$ cat config.mk
export PLATFORM = sky130hd
export DESIGN_NAME = pwm_wave_sched_flat
export DESIGN_NICKNAME = d
export VERILOG_FILES = /design/src/rtl/pwm_wave_sched_pkg.sv /design/src/rtl/pwm_wave_sched_if.sv /design/src/rtl/pwm_prescaler.sv /design/src/rtl/pwm_wave_sched.sv /design/src/flat_wrapper.sv
export SDC_FILE = /design/constraint.sdc
export NUM_CORES = 1
export LEC_CHECK = 0
export BUFFER_PORTS_ARGS = -buffer_cell sky130_fd_sc_hd__buf_2
export CORE_MARGIN = 2
export CORE_UTILIZATION = 64
export DETAILED_ROUTE_END_ITERATION = 8
export PLACE_DENSITY = 0.86
export SYNTH_ARGS = -nofsm -noshare
export SYNTH_HDL_FRONTEND = slang
export SYNTH_HIERARCHICAL = 1
export SYNTH_SLANG_ARGS = --single-unit
$ cat constraint.sdc
create_clock -name clk -period 15.1 [get_ports clk]
set_clock_uncertainty 0.1 [all_clocks]
set_input_delay 0.755 -clock clk [delete_from_list [all_inputs] [get_ports clk]]
set_output_delay 0.755 -clock clk [all_outputs]
set_load 0.02 [all_outputs]
$ cat src/rtl/pwm_wave_sched_pkg.sv
// pwm_wave_sched_pkg: register addresses, CTRL bit positions and sequencer states
package pwm_wave_sched_pkg;
  localparam logic [2:0] A_CTRL = 3'd0;
  localparam logic [2:0] A_DIV = 3'd1;
  localparam logic [2:0] A_PERIOD = 3'd2;
  localparam logic [2:0] A_LEN = 3'd3;
  localparam logic [2:0] A_IDX = 3'd4;
  localparam logic [2:0] A_DATA = 3'd5;
  localparam logic [2:0] A_STATUS = 3'd6;
  localparam logic [2:0] A_IRQ = 3'd7;
  localparam int CTRL_RUN = 0;
  localparam int CTRL_LOOP = 1;
  typedef enum logic [1:0] {S_IDLE, S_LOAD, S_RUN} state_e;
endpackage

$ cat src/rtl/pwm_wave_sched_if.sv
// pwm_wave_sched_if: Avalon-MM register bus with zero-wait-state combinational reads
interface pwm_wave_sched_if;
  logic [2:0] address;
  logic chipselect;
  logic write_n;
  logic [31:0] writedata;
  logic [31:0] readdata;
  modport master (output address, chipselect, write_n, writedata, input readdata);
  modport slave (input address, chipselect, write_n, writedata, output readdata);
endinterface

$ cat src/rtl/pwm_prescaler.sv
// pwm_prescaler: one tick every 2^div_sel cycles, held at the start of an interval by clear
module pwm_prescaler (
  input  logic       clk,
  input  logic       reset_n,
  input  logic [2:0] div_sel,
  input  logic       clear,
  output logic       tick
);
  logic [6:0] pre_q, pre_d;
  always_comb begin
    tick = !clear && pre_q == 7'((8'd1 << div_sel) - 8'd1);
    pre_d = (clear || tick) ? '0 : pre_q + 7'd1;
  end
  always_ff @(posedge clk or negedge reset_n)
    if (!reset_n) pre_q <= '0;
    else pre_q <= pre_d;
endmodule

$ cat src/rtl/pwm_wave_sched.sv
// pwm_wave_sched: duty-table PWM sequencer on Avalon-MM; PWM_WAVE_SCHED_IRQ_EN adds a completion irq
module pwm_wave_sched import pwm_wave_sched_pkg::*; #(
  parameter int TBL_DEPTH = 8,
  parameter int CNT_W = 8
) (
  input  logic                   clk,
  input  logic                   reset_n,
  pwm_wave_sched_if.slave        bus,
  output logic [2:0]             div_sel,
  output logic                   pwm_out,
  output logic                   busy,
  output logic                   step_pulse
`ifdef PWM_WAVE_SCHED_IRQ_EN
  ,
  output logic                   irq
`endif
);
  localparam int IW = $clog2(TBL_DEPTH);
  state_e state_q, state_d;
  logic run_q, run_d, loop_q, loop_d, pwm_q, pwm_d;
  logic [2:0] div_q, div_d, sdiv_q, sdiv_d;
  logic [CNT_W-1:0] period_q, period_d, speriod_q, speriod_d, cnt_q, cnt_d;
  logic [IW-1:0] len_q, len_d, idx_q, idx_d, step_q, step_d;
  logic [CNT_W-1:0] duty_q [TBL_DEPTH];
  logic [CNT_W-1:0] duty_d [TBL_DEPTH];
  logic wr, stop, tick, wrap, unused_wd;
  logic [1:0] irq_rd;

  pwm_prescaler u_pre (.clk(clk), .reset_n(reset_n), .div_sel(sdiv_q), .clear(state_q != S_RUN), .tick(tick));

  assign wr = bus.chipselect && !bus.write_n;
  assign stop = wr && bus.address == A_CTRL && !bus.writedata[CTRL_RUN];
  // a stop write in the same cycle as a wrap suppresses the period end entirely
  assign wrap = state_q == S_RUN && tick && cnt_q == speriod_q && !stop;
  assign unused_wd = ^bus.writedata;
  assign step_pulse = wrap;
  assign busy = state_q != S_IDLE;
  assign div_sel = sdiv_q;
  assign pwm_out = pwm_q;

  always_comb begin
    state_d = state_q;
    run_d = run_q;
    loop_d = loop_q;
    div_d = div_q;
    period_d = period_q;
    len_d = len_q;
    idx_d = idx_q;
    duty_d = duty_q;
    sdiv_d = sdiv_q;
    speriod_d = speriod_q;
    step_d = step_q;
    cnt_d = cnt_q;
    if (wr) begin
      if (bus.address == A_CTRL) loop_d = bus.writedata[CTRL_LOOP];
      if (bus.address == A_DIV) div_d = bus.writedata[2:0];
      if (bus.address == A_PERIOD) period_d = bus.writedata[CNT_W-1:0];
      if (bus.address == A_LEN) len_d = bus.writedata[IW-1:0];
      if (bus.address == A_IDX) idx_d = bus.writedata[IW-1:0];
      if (bus.address == A_DATA) begin
        duty_d[idx_q] = bus.writedata[CNT_W-1:0];
        idx_d = idx_q + IW'(1);
      end
    end
    if (stop) begin
      state_d = S_IDLE;
      run_d = 1'b0;
    end else if (state_q == S_IDLE && wr && bus.address == A_CTRL) begin
      state_d = S_LOAD;
      run_d = 1'b1;
    end else if (state_q == S_LOAD) begin
      state_d = S_RUN;
      sdiv_d = div_q;
      speriod_d = period_q;
      step_d = '0;
      cnt_d = '0;
    end else if (state_q == S_RUN && tick) begin
      cnt_d = wrap ? '0 : cnt_q + CNT_W'(1);
      if (wrap) begin
        sdiv_d = div_q;
        speriod_d = period_q;
        step_d = (step_q == len_q) ? '0 : step_q + IW'(1);
        if (step_q == len_q && !loop_q) begin
          state_d = S_IDLE;
          run_d = 1'b0;
        end
      end
    end
    pwm_d = state_d == S_RUN && cnt_d < duty_d[step_d];
  end

  always_ff @(posedge clk or negedge reset_n)
    if (!reset_n) begin
      state_q <= S_IDLE;
      run_q <= 1'b0;
      loop_q <= 1'b0;
      pwm_q <= 1'b0;
      div_q <= '0;
      sdiv_q <= '0;
      period_q <= '0;
      speriod_q <= '0;
      cnt_q <= '0;
      len_q <= '0;
      idx_q <= '0;
      step_q <= '0;
      duty_q <= '{default: '0};
    end else begin
      state_q <= state_d;
      run_q <= run_d;
      loop_q <= loop_d;
      pwm_q <= pwm_d;
      div_q <= div_d;
      sdiv_q <= sdiv_d;
      period_q <= period_d;
      speriod_q <= speriod_d;
      cnt_q <= cnt_d;
      len_q <= len_d;
      idx_q <= idx_d;
      step_q <= step_d;
      duty_q <= duty_d;
    end

`ifdef PWM_WAVE_SCHED_IRQ_EN
  logic pend_q, pend_d, irq_en_q, irq_en_d;
  always_comb begin
    irq_en_d = (wr && bus.address == A_IRQ) ? bus.writedata[1] : irq_en_q;
    pend_d = (wrap && state_d == S_IDLE) || (pend_q && !(wr && bus.address == A_IRQ && bus.writedata[0]));
  end
  always_ff @(posedge clk or negedge reset_n)
    if (!reset_n) begin
      pend_q <= 1'b0;
      irq_en_q <= 1'b0;
    end else begin
      pend_q <= pend_d;
      irq_en_q <= irq_en_d;
    end
  assign irq = pend_q && irq_en_q;
  assign irq_rd = {irq_en_q, pend_q};
`else
  assign irq_rd = 2'b00;
`endif

  always_comb begin
    bus.readdata = '0;
    case (bus.address)
      A_CTRL: bus.readdata = {30'd0, loop_q, run_q};
      A_DIV: bus.readdata = {29'd0, div_q};
      A_PERIOD: bus.readdata = 32'(period_q);
      A_LEN: bus.readdata = 32'(len_q);
      A_IDX: bus.readdata = 32'(idx_q);
      A_DATA: bus.readdata = 32'(duty_q[idx_q]);
      A_STATUS: bus.readdata = {24'd0, 4'(step_q), 3'd0, busy};
      A_IRQ: bus.readdata = {30'd0, irq_rd};
    endcase
  end
endmodule

$ cat src/flat_wrapper.sv
// flat-port wrapper written by rule: the top's interface ports become plain ports
module pwm_wave_sched_flat import pwm_wave_sched_pkg::*;
#(
  parameter int TBL_DEPTH = 8,
  parameter int CNT_W = 8
)
  (clk, reset_n, div_sel, pwm_out, busy, step_pulse, bus_address, bus_chipselect, bus_write_n, bus_writedata, bus_readdata);
  pwm_wave_sched_if bus_i ();
  input  logic clk;
  input  logic reset_n;
  output logic [2:0] div_sel;
  output logic pwm_out;
  output logic busy;
  output logic step_pulse;
  input wire logic [$bits(bus_i.address)-1:0] bus_address;
  input wire logic [$bits(bus_i.chipselect)-1:0] bus_chipselect;
  input wire logic [$bits(bus_i.write_n)-1:0] bus_write_n;
  input wire logic [$bits(bus_i.writedata)-1:0] bus_writedata;
  output wire logic [$bits(bus_i.readdata)-1:0] bus_readdata;
  assign bus_i.address = bus_address;
  assign bus_i.chipselect = bus_chipselect;
  assign bus_i.write_n = bus_write_n;
  assign bus_i.writedata = bus_writedata;
  assign bus_readdata = bus_i.readdata;
  pwm_wave_sched #(.TBL_DEPTH(TBL_DEPTH), .CNT_W(CNT_W)) u_core (.clk(clk), .reset_n(reset_n), .bus(bus_i), .div_sel(div_sel), .pwm_out(pwm_out), .busy(busy), .step_pulse(step_pulse));
endmodule
==> flow_summary.json <==
{
  "required_ps": 15430,
  "drtIter0Drc": 539,
  "ys_types": 59,
  "p_leak_nw": 3.54,
  "dp_cells": 741,
  "num_rows": 37,
  "critPathLaunchType": "register",
  "core-area_mm2": 0.0104,
  "cts_tree": "built",
  "cp.arrival_ps": 7020,
  "routed_via_density": 6.52,
  "cts_max_path_buffers": 2,
  "start_util_pct": 66.2,
  "grt_use_total_pct": 30.2,
  "cts_made_buffers": 17,
  "gr-total-overflow": 0,
  "via_count": 5041,
  "grt_max_degree": 71,
  "critPathBufInv": 0,
  "areaGrowthSynthToFinish_pct": 10.3,
  "post_cts_buffers": 0,
  "hold_violations": 0,
  "cts_hold_buffers": 0,
  "wire_per_inst_um": 21.3,
  "r2r_start": "u_core/div_sel[2]$_DFFE_PN0P_",
  "status": "completed",
  "grt_first_pass_wirelength_mm": 26.4,
  "synthCells": 603,
  "ir_drop_mv": 0.106,
  "io_buffer_count": 28,
  "drc": 0,
  "cp_top_family": "simple AND/OR/NAND/NOR gates",
  "hold_class": "primary input to async pin",
  "mostFrequentLayoutCell": "dfrtp_1",
  "finalNonFillerCells": 773,
  "maxSlewViolCount": 0,
  "max_freq_ghz": 0.149,
  "antenna_found_initial": 0,
  "n_fill_cell": 710,
  "powerDensity_mw_per_mm2": 163,
  "pre_cts_ws_ps": 8530,
  "ctsResizeCount": 0,
  "place_hpwl_mm": 11.0,
  "async_reset_ff_share_pct": 100,
  "path_class": "register to register",
  "synth-main-ff-cell": "dfrtp_1",
  "ctsRootBufferMaster": "clkbuf_8",
  "nets": 674,
  "fin_crit_ps": 6690,
  "cap_violations": 0,
  "maxSlewHeadroom_pct": 15.4,
  "final_cell_mix": "dfrtp_1 (115), mux2_2 (84), mux2i_1 (70), nor2_1 (28), buf_2 (27)",
  "clkTransAtPathRegs_ps": 60,
  "worst_slack_ps": 8410,
  "wl_mm": 16.4,
  "synth_edf_count": 0,
  "avgSynthCellArea_um2": 11.4,
  "seq_area_frac_synth_pct": 41.9,
  "grt_pass1_vias": 5061,
  "startpoint": "u_core/div_sel[2]$_DFFE_PN0P_",
  "drive_above_1_share_pct": 26.8,
  "slowest_stage": "nor2_4",
  "clock_latency_ps": 530,
  "finalSetupViolCount": 0,
  "ys_seq_elements": 115,
  "diodes": 0,
  "htree_num_levels": 4,
  "dr.pass1.iters": 5,
  "critPathMaxFanout": 32,
  "clock-sinks": 115,
  "timing.setup.tns_ps": 0,
  "regToRegEndpoint": "u_core/pwm_out$_DFF_PN0_",
  "antenna_left": 0,
  "fp.dieW_um": 108,
  "ys_warn_count": 6,
  "whs_ps": 131,
  "finalCritPeriodShare_pct": 44.3,
  "rsz0062_at_grt": "no",
  "slowest_delay_ps": 960,
  "r2r_cells": 18,
  "cp-end-kind": "register",
  "ff2ff_setup_slack_ps": 8410,
  "worstMarginPinSlew_ps": 1270,
  "crit_top_cell": "mux2i_1",
  "die_area_mm2": 0.0116,
  "fin_util_pct": 73.0,
  "crit_path_cell_trace": "or4_1 -> o211ai_1 -> and4bb_1 -> and3b_1 -> nand3b_1 -> or4_4 -> nor4b_4 -> mux2i_1 -> nor2_4 -> mux2i_1 -> mux2i_1 -> mux2i_1 -> ha_1 -> a21oi_1 -> o22ai_1 -> nor3_1 -> o211ai_1 -> a31oi_1",
  "io_pins": 77,
  "gp_congestion": 0.912,
  "die_h_um": 108,
  "syn_area_mm2": 0.00687
}
## layout make-up
| class | count | area (µm²) | share of cell area (%) |
|---|---|---|---|
| multi-input combinational | 448 | 3730 | 49.2 |
| sequential | 115 | 2880 | 38.0 |
| clock buffer | 23 | 467 | 6.16 |
| tap | 136 | 170 | 2.25 |
| timing repair buffer | 30 | 158 | 2.08 |
| clock inverter | 9 | 128 | 1.68 |
| inverter | 12 | 45.0 | 0.595 |
## where the power goes
part	switching (mW)	leakage (nW)	internal (mW)
Clock	0.138	0.284	0.263
Sequential	0.0713	1.52	0.375
Combinational	0.214	1.73	0.176
Total	0.423	3.54	0.815
## stage by stage
stage          power [mW]  cell area [µm²]
2_1_floorplan       0.731             6960
3_3_place_gp        0.803             6980
3_5_place_dp        0.829             6980
4_1_cts              1.24             7570
5_1_grt              1.30             7570
6_report             1.24             7570
## sequential cells by signal (all words and copies together) (netlist names), 7 cells and up
signal / cells
u_core/u_pre/pre_q: 7
u_core/speriod_q: 8
u_core/cnt_q: 8
u_core/period_q: 8
u_core/duty_q: 64
## worst register-to-register path, delay by kind of cell, from the launching register on
kind	cells	cell delay, ps
and+or+nand+nor	8	3840
muxes	4	1070
AOI/OAI and AO/OA	5	790
DFF	1	480
adders and majority gates	1	320
## cell usage after synthesis (2+ instances only)
| cell type | number | area, µm² |
|---|---|---|
| dfrtp_1 | 115 | 2880 |
| mux2_2 | 84 | 946 |
| mux2i_1 | 70 | 701 |
| buf_4 | 29 | 218 |
| nor2_1 | 28 | 105 |
| o21ai_0 | 26 | 130 |
| nand2_1 | 24 | 90.1 |
| a21oi_1 | 17 | 85.1 |
| mux4_2 | 14 | 315 |
| nand3_1 | 14 | 70.1 |
| clkbuf_1 | 13 | 48.8 |
| xor2_1 | 12 | 105 |
| ha_1 | 11 | 138 |
| inv_1 | 11 | 41.3 |
| nand2b_1 | 10 | 62.6 |
| o22ai_1 | 10 | 62.6 |
| xnor2_1 | 10 | 87.6 |
| nand3b_1 | 8 | 60.1 |
| nor3_1 | 8 | 40.0 |
| a211oi_1 | 6 | 45.0 |
| buf_2 | 6 | 30.0 |
| nor3b_1 | 6 | 45.0 |
| and3_1 | 5 | 31.3 |
| or3_1 | 5 | 31.3 |
| o211ai_1 | 4 | 30.0 |
| a21o_1 | 3 | 22.5 |
| a31oi_1 | 3 | 18.8 |
| and2_1 | 3 | 18.8 |
| and3b_1 | 3 | 26.3 |
| buf_1 | 3 | 11.3 |
| nor2b_1 | 3 | 18.8 |
| nor3b_2 | 3 | 37.5 |
| a22o_1 | 2 | 17.5 |
| nor3_2 | 2 | 20.0 |
| nor4_1 | 2 | 12.5 |
| o21a_1 | 2 | 15.0 |
| o221ai_1 | 2 | 17.5 |
| o311ai_0 | 2 | 17.5 |
| or2_2 | 2 | 12.5 |
| or3b_1 | 2 | 17.5 |
| or4_1 | 2 | 15.0 |
## logic make-up after synthesis
family,after synthesis,share of synthesized area [%]
other cells,1,0.0546
buf+inv,63,5.14
compound gates,84,7.67
fa+ha+maj,11,2.00
simple gates,139,11.9
mux,168,28.6
flops,115,41.9
xor+xnor,22,2.81
## worst max-delay path by stage
stage	to	slack (ps)	cells past startpoint
final	u_core/pwm_out$_DFF_PN0_	8410	18
after global routing	u_core/pwm_out$_DFF_PN0_	8180	18
after CTS	u_core/pwm_out$_DFF_PN0_	8510	18
after detailed placement	u_core/pwm_out$_DFF_PN0_	8530	18
after global placement	u_core/pwm_out$_DFF_PN0_	8800	18
after floorplan	u_core/pwm_out$_DFF_PN0_	10190	23
## routing by layer
layer  vias to the layer above  wire (µm)  part of all wire (%)  GRT usage [%]
li1                       2221          -                     -              -
met1                      2489       6590                    40           39.6
met2                       279       7840                    48           47.0
met3                        52       1370                   8.3           7.20
met4                         0        635                   3.9           15.3
met5                         -          0                     0              0
Note: power is estimated with default switching activity, not from simulation.
